File: src/rtl/regfile_sb.sv
// -----------------------------------------------------------------------------
// regfile_sb
//   Integer register file for the pipelined core with a pending-write
//   scoreboard. Decode reads operands through NREAD combinational ports and
//   marks the destination of each issued instruction as busy. Write-back
//   retires those marks through two write ports. rd_hazard tells decode which
//   read ports currently see a register whose producer has not written back.
//
// Parameters
//   XLEN   data width of each register
//   NREGS  number of architectural registers (power of two, x0 reads zero)
//   NREAD  number of read ports (1..4)
//   AW     address width, derived from NREGS (do not override)
//
// Ports
//   clk        rising-edge clock
//   rst        asynchronous active-high reset
//   rd_addr    packed read addresses, port i at [i*AW +: AW]
//   rd_data    packed read data, port i at [i*XLEN +: XLEN]
//   rd_hazard  per read port: operand has a pending, unresolved write
//   wa_*       write port A (ALU / load / PC+4 result)
//   wb_*       write port B (CSR read result), wins over A on same address
//   iss_en     an instruction with a destination issues this cycle
//   iss_addr   destination of that instruction
//   flush      discard every pending-write mark
//   busy_cnt   number of registers currently marked busy
//
// Configuration
//   REGFILE_BYPASS_EN  when defined, a read that matches a same-cycle write
//                      returns the write data and reports no hazard. When
//                      undefined, reads always return the stored value and
//                      the hazard drops one cycle after write-back.
// -----------------------------------------------------------------------------
module regfile_sb #(
    parameter int XLEN  = 32,
    parameter int NREGS = 32,
    parameter int NREAD = 2,
    parameter int AW    = $clog2(NREGS)
) (
    input  logic                  clk,
    input  logic                  rst,
    input  logic [NREAD*AW-1:0]   rd_addr,
    output logic [NREAD*XLEN-1:0] rd_data,
    output logic [NREAD-1:0]      rd_hazard,
    input  logic                  wa_en,
    input  logic [AW-1:0]         wa_addr,
    input  logic [XLEN-1:0]       wa_data,
    input  logic                  wb_en,
    input  logic [AW-1:0]         wb_addr,
    input  logic [XLEN-1:0]       wb_data,
    input  logic                  iss_en,
    input  logic [AW-1:0]         iss_addr,
    input  logic                  flush,
    output logic [AW:0]           busy_cnt
);

    localparam int CW = AW + 1;

    logic [XLEN-1:0]  regs [NREGS];
    logic [NREGS-1:0] busy;
    logic [NREGS-1:0] set_vec;
    logic [NREGS-1:0] clr_vec;
    logic [NREGS-1:0] busy_next;
    logic [CW-1:0]    busy_cnt_next;
    logic             inc;
    logic [1:0]       dec;

    // Scoreboard next-state. Issue marks a register busy, a write-back on
    // either port clears it, and an issue in the same cycle as a clear keeps
    // it busy because the newly issued producer is the one that matters.
    // x0 is never marked. The count is kept incrementally: at most one
    // register can become busy (a fresh issue to a non-busy register) and at
    // most two can retire (one per write port), so the delta is bounded and
    // the counter never wraps. Flush overrides everything, including issue.
    always_comb begin
        set_vec = '0;
        clr_vec = '0;
        for (int r = 1; r < NREGS; r++) begin
            set_vec[r] = iss_en && (iss_addr == AW'(r));
            clr_vec[r] = (wa_en && (wa_addr == AW'(r))) ||
                         (wb_en && (wb_addr == AW'(r)));
        end
        busy_next = (busy & ~clr_vec) | set_vec;
        inc       = |(set_vec & ~busy);
        dec       = '0;
        for (int r = 1; r < NREGS; r++) begin
            dec = dec + {1'b0, busy[r] & clr_vec[r] & ~set_vec[r]};
        end
        busy_cnt_next = busy_cnt + CW'(inc) - CW'(dec);
        if (flush) begin
            busy_next     = '0;
            busy_cnt_next = '0;
        end
    end

    // Scoreboard state: busy bits and their population count, both cleared
    // asynchronously by reset so a reset mid-operation drops every mark.
    always_ff @(posedge clk or posedge rst) begin
        if (rst) begin
            busy     <= '0;
            busy_cnt <= '0;
        end else begin
            busy     <= busy_next;
            busy_cnt <= busy_cnt_next;
        end
    end

    // Register storage. Writes to x0 are ignored (x0 is only ever reset to
    // zero). When both write ports target the same register, port B (the
    // CSR path) wins and port A's data is dropped.
    always_ff @(posedge clk or posedge rst) begin
        if (rst) begin
            for (int r = 0; r < NREGS; r++) begin
                regs[r] <= '0;
            end
        end else begin
            for (int r = 1; r < NREGS; r++) begin
                if (wb_en && (wb_addr == AW'(r))) begin
                    regs[r] <= wb_data;
                end else if (wa_en && (wa_addr == AW'(r))) begin
                    regs[r] <= wa_data;
                end
            end
        end
    end

    // Read ports. Each port is purely combinational. With bypass enabled a
    // same-cycle write to the read address forwards its data (B over A) and
    // resolves the hazard immediately; otherwise the stored value is returned
    // and the busy bit alone decides the hazard. Address 0 always reads zero
    // and never stalls.
    for (genvar i = 0; i < NREAD; i++) begin : g_read
        logic [AW-1:0]   addr;
        logic            hit_a;
        logic            hit_b;
        logic [XLEN-1:0] data;
        logic            haz;

        always_comb begin
            addr = rd_addr[i*AW +: AW];
`ifdef REGFILE_BYPASS_EN
            hit_a = wa_en && (wa_addr == addr) && (addr != '0);
            hit_b = wb_en && (wb_addr == addr) && (addr != '0);
`else
            hit_a = 1'b0;
            hit_b = 1'b0;
`endif
            data = regs[addr];
            haz  = busy[addr] && !(hit_a || hit_b);
            if (hit_b) begin
                data = wb_data;
            end else if (hit_a) begin
                data = wa_data;
            end
            if (addr == '0) begin
                data = '0;
                haz  = 1'b0;
            end
        end

        assign rd_data[i*XLEN +: XLEN] = data;
        assign rd_hazard[i]            = haz;
    end

endmodule

File: config.mk
export PLATFORM = sky130hd
export DESIGN_NAME = regfile_sb
export DESIGN_NICKNAME = d
export VERILOG_FILES = /design/src/rtl/regfile_sb.sv
export SDC_FILE = /design/constraint.sdc
export NUM_CORES = 2
export LEC_CHECK = 0
export ABC_AREA = 0
export CAP_MARGIN = 10
export CORE_ASPECT_RATIO = 0.9
export CORE_UTILIZATION = 56
export CTS_CLUSTER_DIAMETER = 40
export CTS_CLUSTER_SIZE = 16
export DETAILED_ROUTE_END_ITERATION = 8
export GPL_TIMING_DRIVEN = 1
export PLACE_DENSITY = 0.82
export RECOVER_POWER = 100
export SLEW_MARGIN = 20
export SYNTH_ARGS = -nofsm -noshare
export SYNTH_HDL_FRONTEND = slang
export SYNTH_SLANG_ARGS = --single-unit
File: constraint.sdc
create_clock -name clk -period 48.1 [get_ports clk]
set_input_delay 9.62 -clock clk [delete_from_list [all_inputs] [get_ports clk]]
set_output_delay 9.62 -clock clk [all_outputs]
set_load 0.03 [all_outputs]
Word level (Yosys, flattened, before mapping). Index checks and enable logic that the tools add are counted.

Bits in registers: 1030. Input port bits: 95. Output and inout port bits: 72. Word-level logic and storage cells: 498.

Add/sub/neg operators: 32. Order comparisons: 4. Eq/ne operators: 93. Muxes and demuxes: 78. Bitwise operators: 100. Reductions and logical operators: 158.

Operators with widths (number): 32-bit 2-to-1 mux (69); 32-bit binary-select mux with 5-bit select (2); 5-bit equality test (second input constant) (48); 5-bit by 4-bit equality test with 1-bit output (second input constant) (24); 1-bit logical AND (93); 32-bit AND (2); 32-bit inverter (2); 1-bit AND (62); 2-bit nonzero test (31); 5-bit by 3-bit equality test with 1-bit output (second input constant) (12); 2-bit by 1-bit adder with 2-bit output (29); 32-bit OR (1); 32-bit OR reduction (1); 1-bit logical OR (31); 1-bit inverter (31); 5-bit by 2-bit equality test with 1-bit output (second input constant) (6); 5-bit by 1-bit equality test with 1-bit output (second input constant) (3); 6-bit greater-or-equal comparator (second input constant) (2); 5-bit by 6-bit < comparator with 1-bit output (second input constant) (2); 5-bit inverter with 6-bit output (2); 1-bit binary-select mux with 5-bit select (2); 5-bit zero test (2); 6-bit by 1-bit adder with 6-bit output (1); 6-bit 2-to-1 mux (1); 3 further kinds (6).

Longest topological paths before layout.
Word-level depth: 37. Mapped depth: 29. Mapped depth without buffers: 26.

Worst setup path before layout. Ideal clock, no wire load.

Kind: input to output. Start: in rd_addr[1]. End: out rd_data[10]. Data arrival time: 11.431 ns. Slack: 27.049 ns. Stages: 7. Buffers on the path: 3. Path through: clkbuf_1 -> buf_2 -> buf_1 -> mux4_2 -> mux4_2 -> nand2_1 -> o21ai_1.

Cells in the longest elaborated chain, start to end: 5. Elaborated cells on any way between the ends: 6. Classes of those cells: mux: 4; bitwise: 1; reduce/logical: 1.

Ends and longest elaborated chain: start: declaration (line 42) `input logic [NREAD*AW-1:0] rd_addr,`; 5-bit inverter with 6-bit output (not written as such) (line 148) `data = regs[addr];`; 32-bit binary-select mux with 5-bit select (line 148); 32-bit 2-to-1 mux (not written as such) (2 in series) (line 148); 32-bit 2-to-1 mux (*) (line 155) `if (addr == '0) begin`; end: declaration (line 43) `output logic [NREAD*XLEN-1:0] rd_data,`.

Mark *: on every way between the ends. The rest lies on a longest branch, timed or not. The select of a mux whose other input is x is not followed.

Final worst setup path.
Start: in rd_addr[6]. End: out rd_data[40].

Same word-level chain as after synthesis.

==> summary.md <==
| Metric | Value |
|---|---|
| Failing checks | capacitance limit, slew limit |
| Post-synth EDFFs | 0 |
| CTS Hold Bufs | 0 |
| Synth unique cells | 60 |
| Hold Vio Cnt, Final | 0 |
| DRT iter0 DRCs | 9013 |
| Fillers | 8834 |
| Area Overhead vs Synth | 9.371% |
| P_sw | 1.009 mW |
| Status | finished with violations |
| I/O Buffers | 166 |
| Area after DPL | 0.06755 mm² |
| Die height | 327.6 µm |
| Vias in the first global route | 55860 |
| Hold Slack | 0.5968 ns |
| Syn Inst Count | 6486 |
| Final non-filler cell area | 0.07214 mm² |
| Net Sw Frac | 31.68% |
| Worst reg-to-reg path cell count | 23 |
| Antenna viol nets, final | 0 |
| Finished Core Util | 61.72% |
| Gr ovfl total | 0 |
| IO Count | 167 |
| Yosys warns | 32 |
| Std-Cell Rows | 119 |
| Slew margin rel. | -533.7% |
| CTS clock-pin slew for the worst setup and hold paths | 0.05 ns |
| Avg Cell Area, Syn | 10.17 µm² |
| Initial antenna violation count | 15 |
| Max Fclk | 29.22 MHz |
| Asr flop ratio synth | 100.0% |
| Area leader, netlist | dfrtp_1 |
| Leak | 30.99 nW |
| Worst setup margin | 13.88 ns |
| Final Slew Violations | 2772 |
| Worst Max-Slew Pin Slew | 9.505 ns |
| Largest net degree at the start of global routing | 178 |
| Final period util | 71.14% |
| Routability Congestion | 0.9162 |
| Worst clock skew | 0.03387 ns |
| Clock network power share | 35.4% |
| Power Density | 44.15 mW/mm² |
| R2R Path Start | busy[6] |
| Vias per cell | 7.150 |
| CP endpoint | rd_data[40] |
| Total GRT Usage | 39.13% |
| Xor/xnor share of the synthesized area | 0.2390% |
| CTS H-tree lvls | 4 |
| Core box area | 0.1169 mm² |
| CP Data Arrival Time | 24.60 ns |
| Nets | 6276 |
| Die W | 363.8 µm |
| Die area | 0.1192 mm² |
| Clk_lat worst skew | 0.79 ns |
| Register bit count reported by yosys | 1029 |
| Hpwl dp | 123000 µm |
| Syn Nets | 6604 |
| CP max FO | 74 |
| Area share of the largest cell type after synthesis | 39.04% |
| Total design power | 3.185 mW |
| Seq/Total Area, Yosys | 39.04% |
| Hold Crit Class | reg2reg |
| Final WL | 235000 µm |
| DRC | 0 |
| Cell count after placement | 7580 |
| Post-route insts no fill | 7860 |
| Critical Path Sink Type | output pin |
| CTS Buf Count | 146 |
| # setup viols final | 0 |
| RSZ-0062 raised after global routing | false |
| Synth Cell Area | 0.06596 mm² |
| Wire per inst | 29.90 µm |
| Reg-to-Reg End | busy_cnt[5] |
| Post-Synth Adder-Cell Area | 0.6184% |
| Clock Path Buffers | 3 |
| Root Driver | clkbuf_16 |
| Top FF cell, synth | dfrtp_1 |
| CP startpoint | rd_addr[6] |
| Fraction of layout cells with a size suffix above 1 | 16.54% |
| Post-synthesis compound-gate area fraction | 11.62% |
| Required time of the critical path | 38.48 ns |
| Post-CTS sizing | 0 |
| Mux share of post-synthesis cell area | 34.02% |
| Reg2reg setup slack | 41.07 ns |
| Fin crit period | 34.22 ns |
| Simple-gate portion of the synthesized area | 9.401% |
| Worst Setup Start Kind | input pin |
| Total number of vias | 56200 |
| Area contributors post-synth | dfrtp_1 (39%), mux2i_1 (17%), mux4_2 (14%) |
| Main combinational cell family by area after synthesis | multiplexers |
| First-pass GRT wire length | 349000 µm |
| CP Class | in2out |
| Max IR drop VDD | 0.03930 mV |
| Initial core utilization | 56.43% |
| Pre-CTS setup slack | 23.79 ns |
| Max-cap viol count | 57 |
| TritonCTS clock tree | done |
| Internal power | 2.176 mW |
| Sequential power share | 40.2% |
| Combinational power share | 24.4% |
| Setup TNS Final | 0 ns |
| Clk sink count | 1029 |
| Drt pass-1 iters | 9 |
| Post-CTS Setup Inserts | 0 |
[registers in the layout, indices dropped and copies added (netlist names)]
register,count
busy_cnt,6
busy,31
regs,992
[metal layers]
layer | global-route usage [%] | up-vias | wire length (µm)
li1 | - | 22790 | -
met1 | 48.30 | 27190 | 79110
met2 | 55.54 | 4832 | 99650
met3 | 14.27 | 1378 | 34970
met4 | 30.83 | 14 | 21160
met5 | 0.2001 | - | 124
[cells in the final DEF, fill, tap and decap left out, types with 27 or more instances in the layout]
| cell type | synthesis | layout |
|---|---|---|
| mux2_2 | 199 | 199 |
| dlygate4sd3_1 | 0 | 69 |
| clkbuf_16 | 0 | 150 |
| dfrtp_1 | 1029 | 1029 |
| nand2_1 | 799 | 783 |
| mux2i_1 | 1127 | 1127 |
| clkdlybuf4s50_1 | 0 | 27 |
| nand3_1 | 104 | 104 |
| buf_4 | 32 | 55 |
| o21ai_1 | 79 | 62 |
| a21oi_1 | 459 | 459 |
| nor2_1 | 534 | 511 |
| o31ai_1 | 66 | 66 |
| clkbuf_1 | 473 | 52 |
| o22ai_1 | 68 | 68 |
| o21ai_0 | 570 | 587 |
| a22oi_1 | 131 | 131 |
| nor2_4 | 2 | 29 |
| mux4_2 | 396 | 396 |
| buf_2 | 147 | 60 |
[cells in the mapped netlist (all sizes together) (2+ instances only)]
library cell,instances
a22oi,131
xnor2,13
nor2,540
or3,8
and4b,4
buf,268
nor4bb,3
mux2i,1127
nand2,799
nand3b,12
nor3,10
xor2,5
nor4,3
mux4,396
ha,7
or2,3
o22ai,68
nand4,6
nor2b,17
o2bb2ai,2
o21ai,649
o31ai,66
inv,20
a32oi,2
nand3,104
a21oi,459
or4,2
nand2b,12
o211ai,10
o221ai,2
dfrtp,1029
nand4b,3
mux2,199
a31oi,3
and2,2
fa,16
clkbuf,473
[logic make-up (layout without fill, tap and decap cells)]
| kind of cell | Yosys count | after routing |
|---|---|---|
| compound gates | 1400 | 1400 |
| simple gates | 1533 | 1533 |
| fa+ha+maj | 23 | 23 |
| flops | 1029 | 1029 |
| other cells | 0 | 7 |
| xor+xnor | 18 | 18 |
| buf+inv | 761 | 555 |
| mux | 1722 | 1722 |
[final cells by class]
class                      count  area, µm²  share of cell area, %
clock inverter                86      989.7                  1.372
timing repair buffer         265       2027                  2.810
clock buffer                 184       4121                  5.713
antenna                        7      17.52                0.02428
sequential                  1029      25750                  35.69
multi-input combinational   4696      37190                  51.55
tap                         1573       1968                  2.728
inverter                      20      76.32                 0.1058
[worst max-delay path, stage by stage]
cell and delay (ns):
clkbuf_1 3.68, clkbuf_1 2.45, clkbuf_1 2.89, nor2b_1 1.88
clkbuf_1 1.55, a22oi_1 0.26, nor2_1 0.19, o31ai_1 0.13
o21ai_0 0.92, clkdlybuf4s50_1 0.84
[worst min-delay path by stage]
stage,startpoint,end,slack (ns),cells past startpoint
2_1_floorplan,regs[227],regs[227],0.53,2
3_3_place_gp,regs[360],regs[360],0.55,2
3_5_place_dp,regs[3],regs[3],0.58,2
4_1_cts,busy[18],busy[18],0.59,2
5_1_grt,regs[767],regs[767],0.61,2
6_report,regs[49],regs[49],0.60,2
[power groups by stage]
stage / Sequential (mW) / Combinational (mW) / Clock, mW
3_3_place_gp: 1.25 / 0.730 / 0
4_1_cts: 1.26 / 0.769 / 1.13
2_1_floorplan: 1.22 / 0.599 / 0
5_1_grt: 1.30 / 0.836 / 1.16
3_5_place_dp: 1.27 / 0.765 / 0
6_report: 1.28 / 0.778 / 1.13
Note: power is estimated with default switching activity, not from simulation.
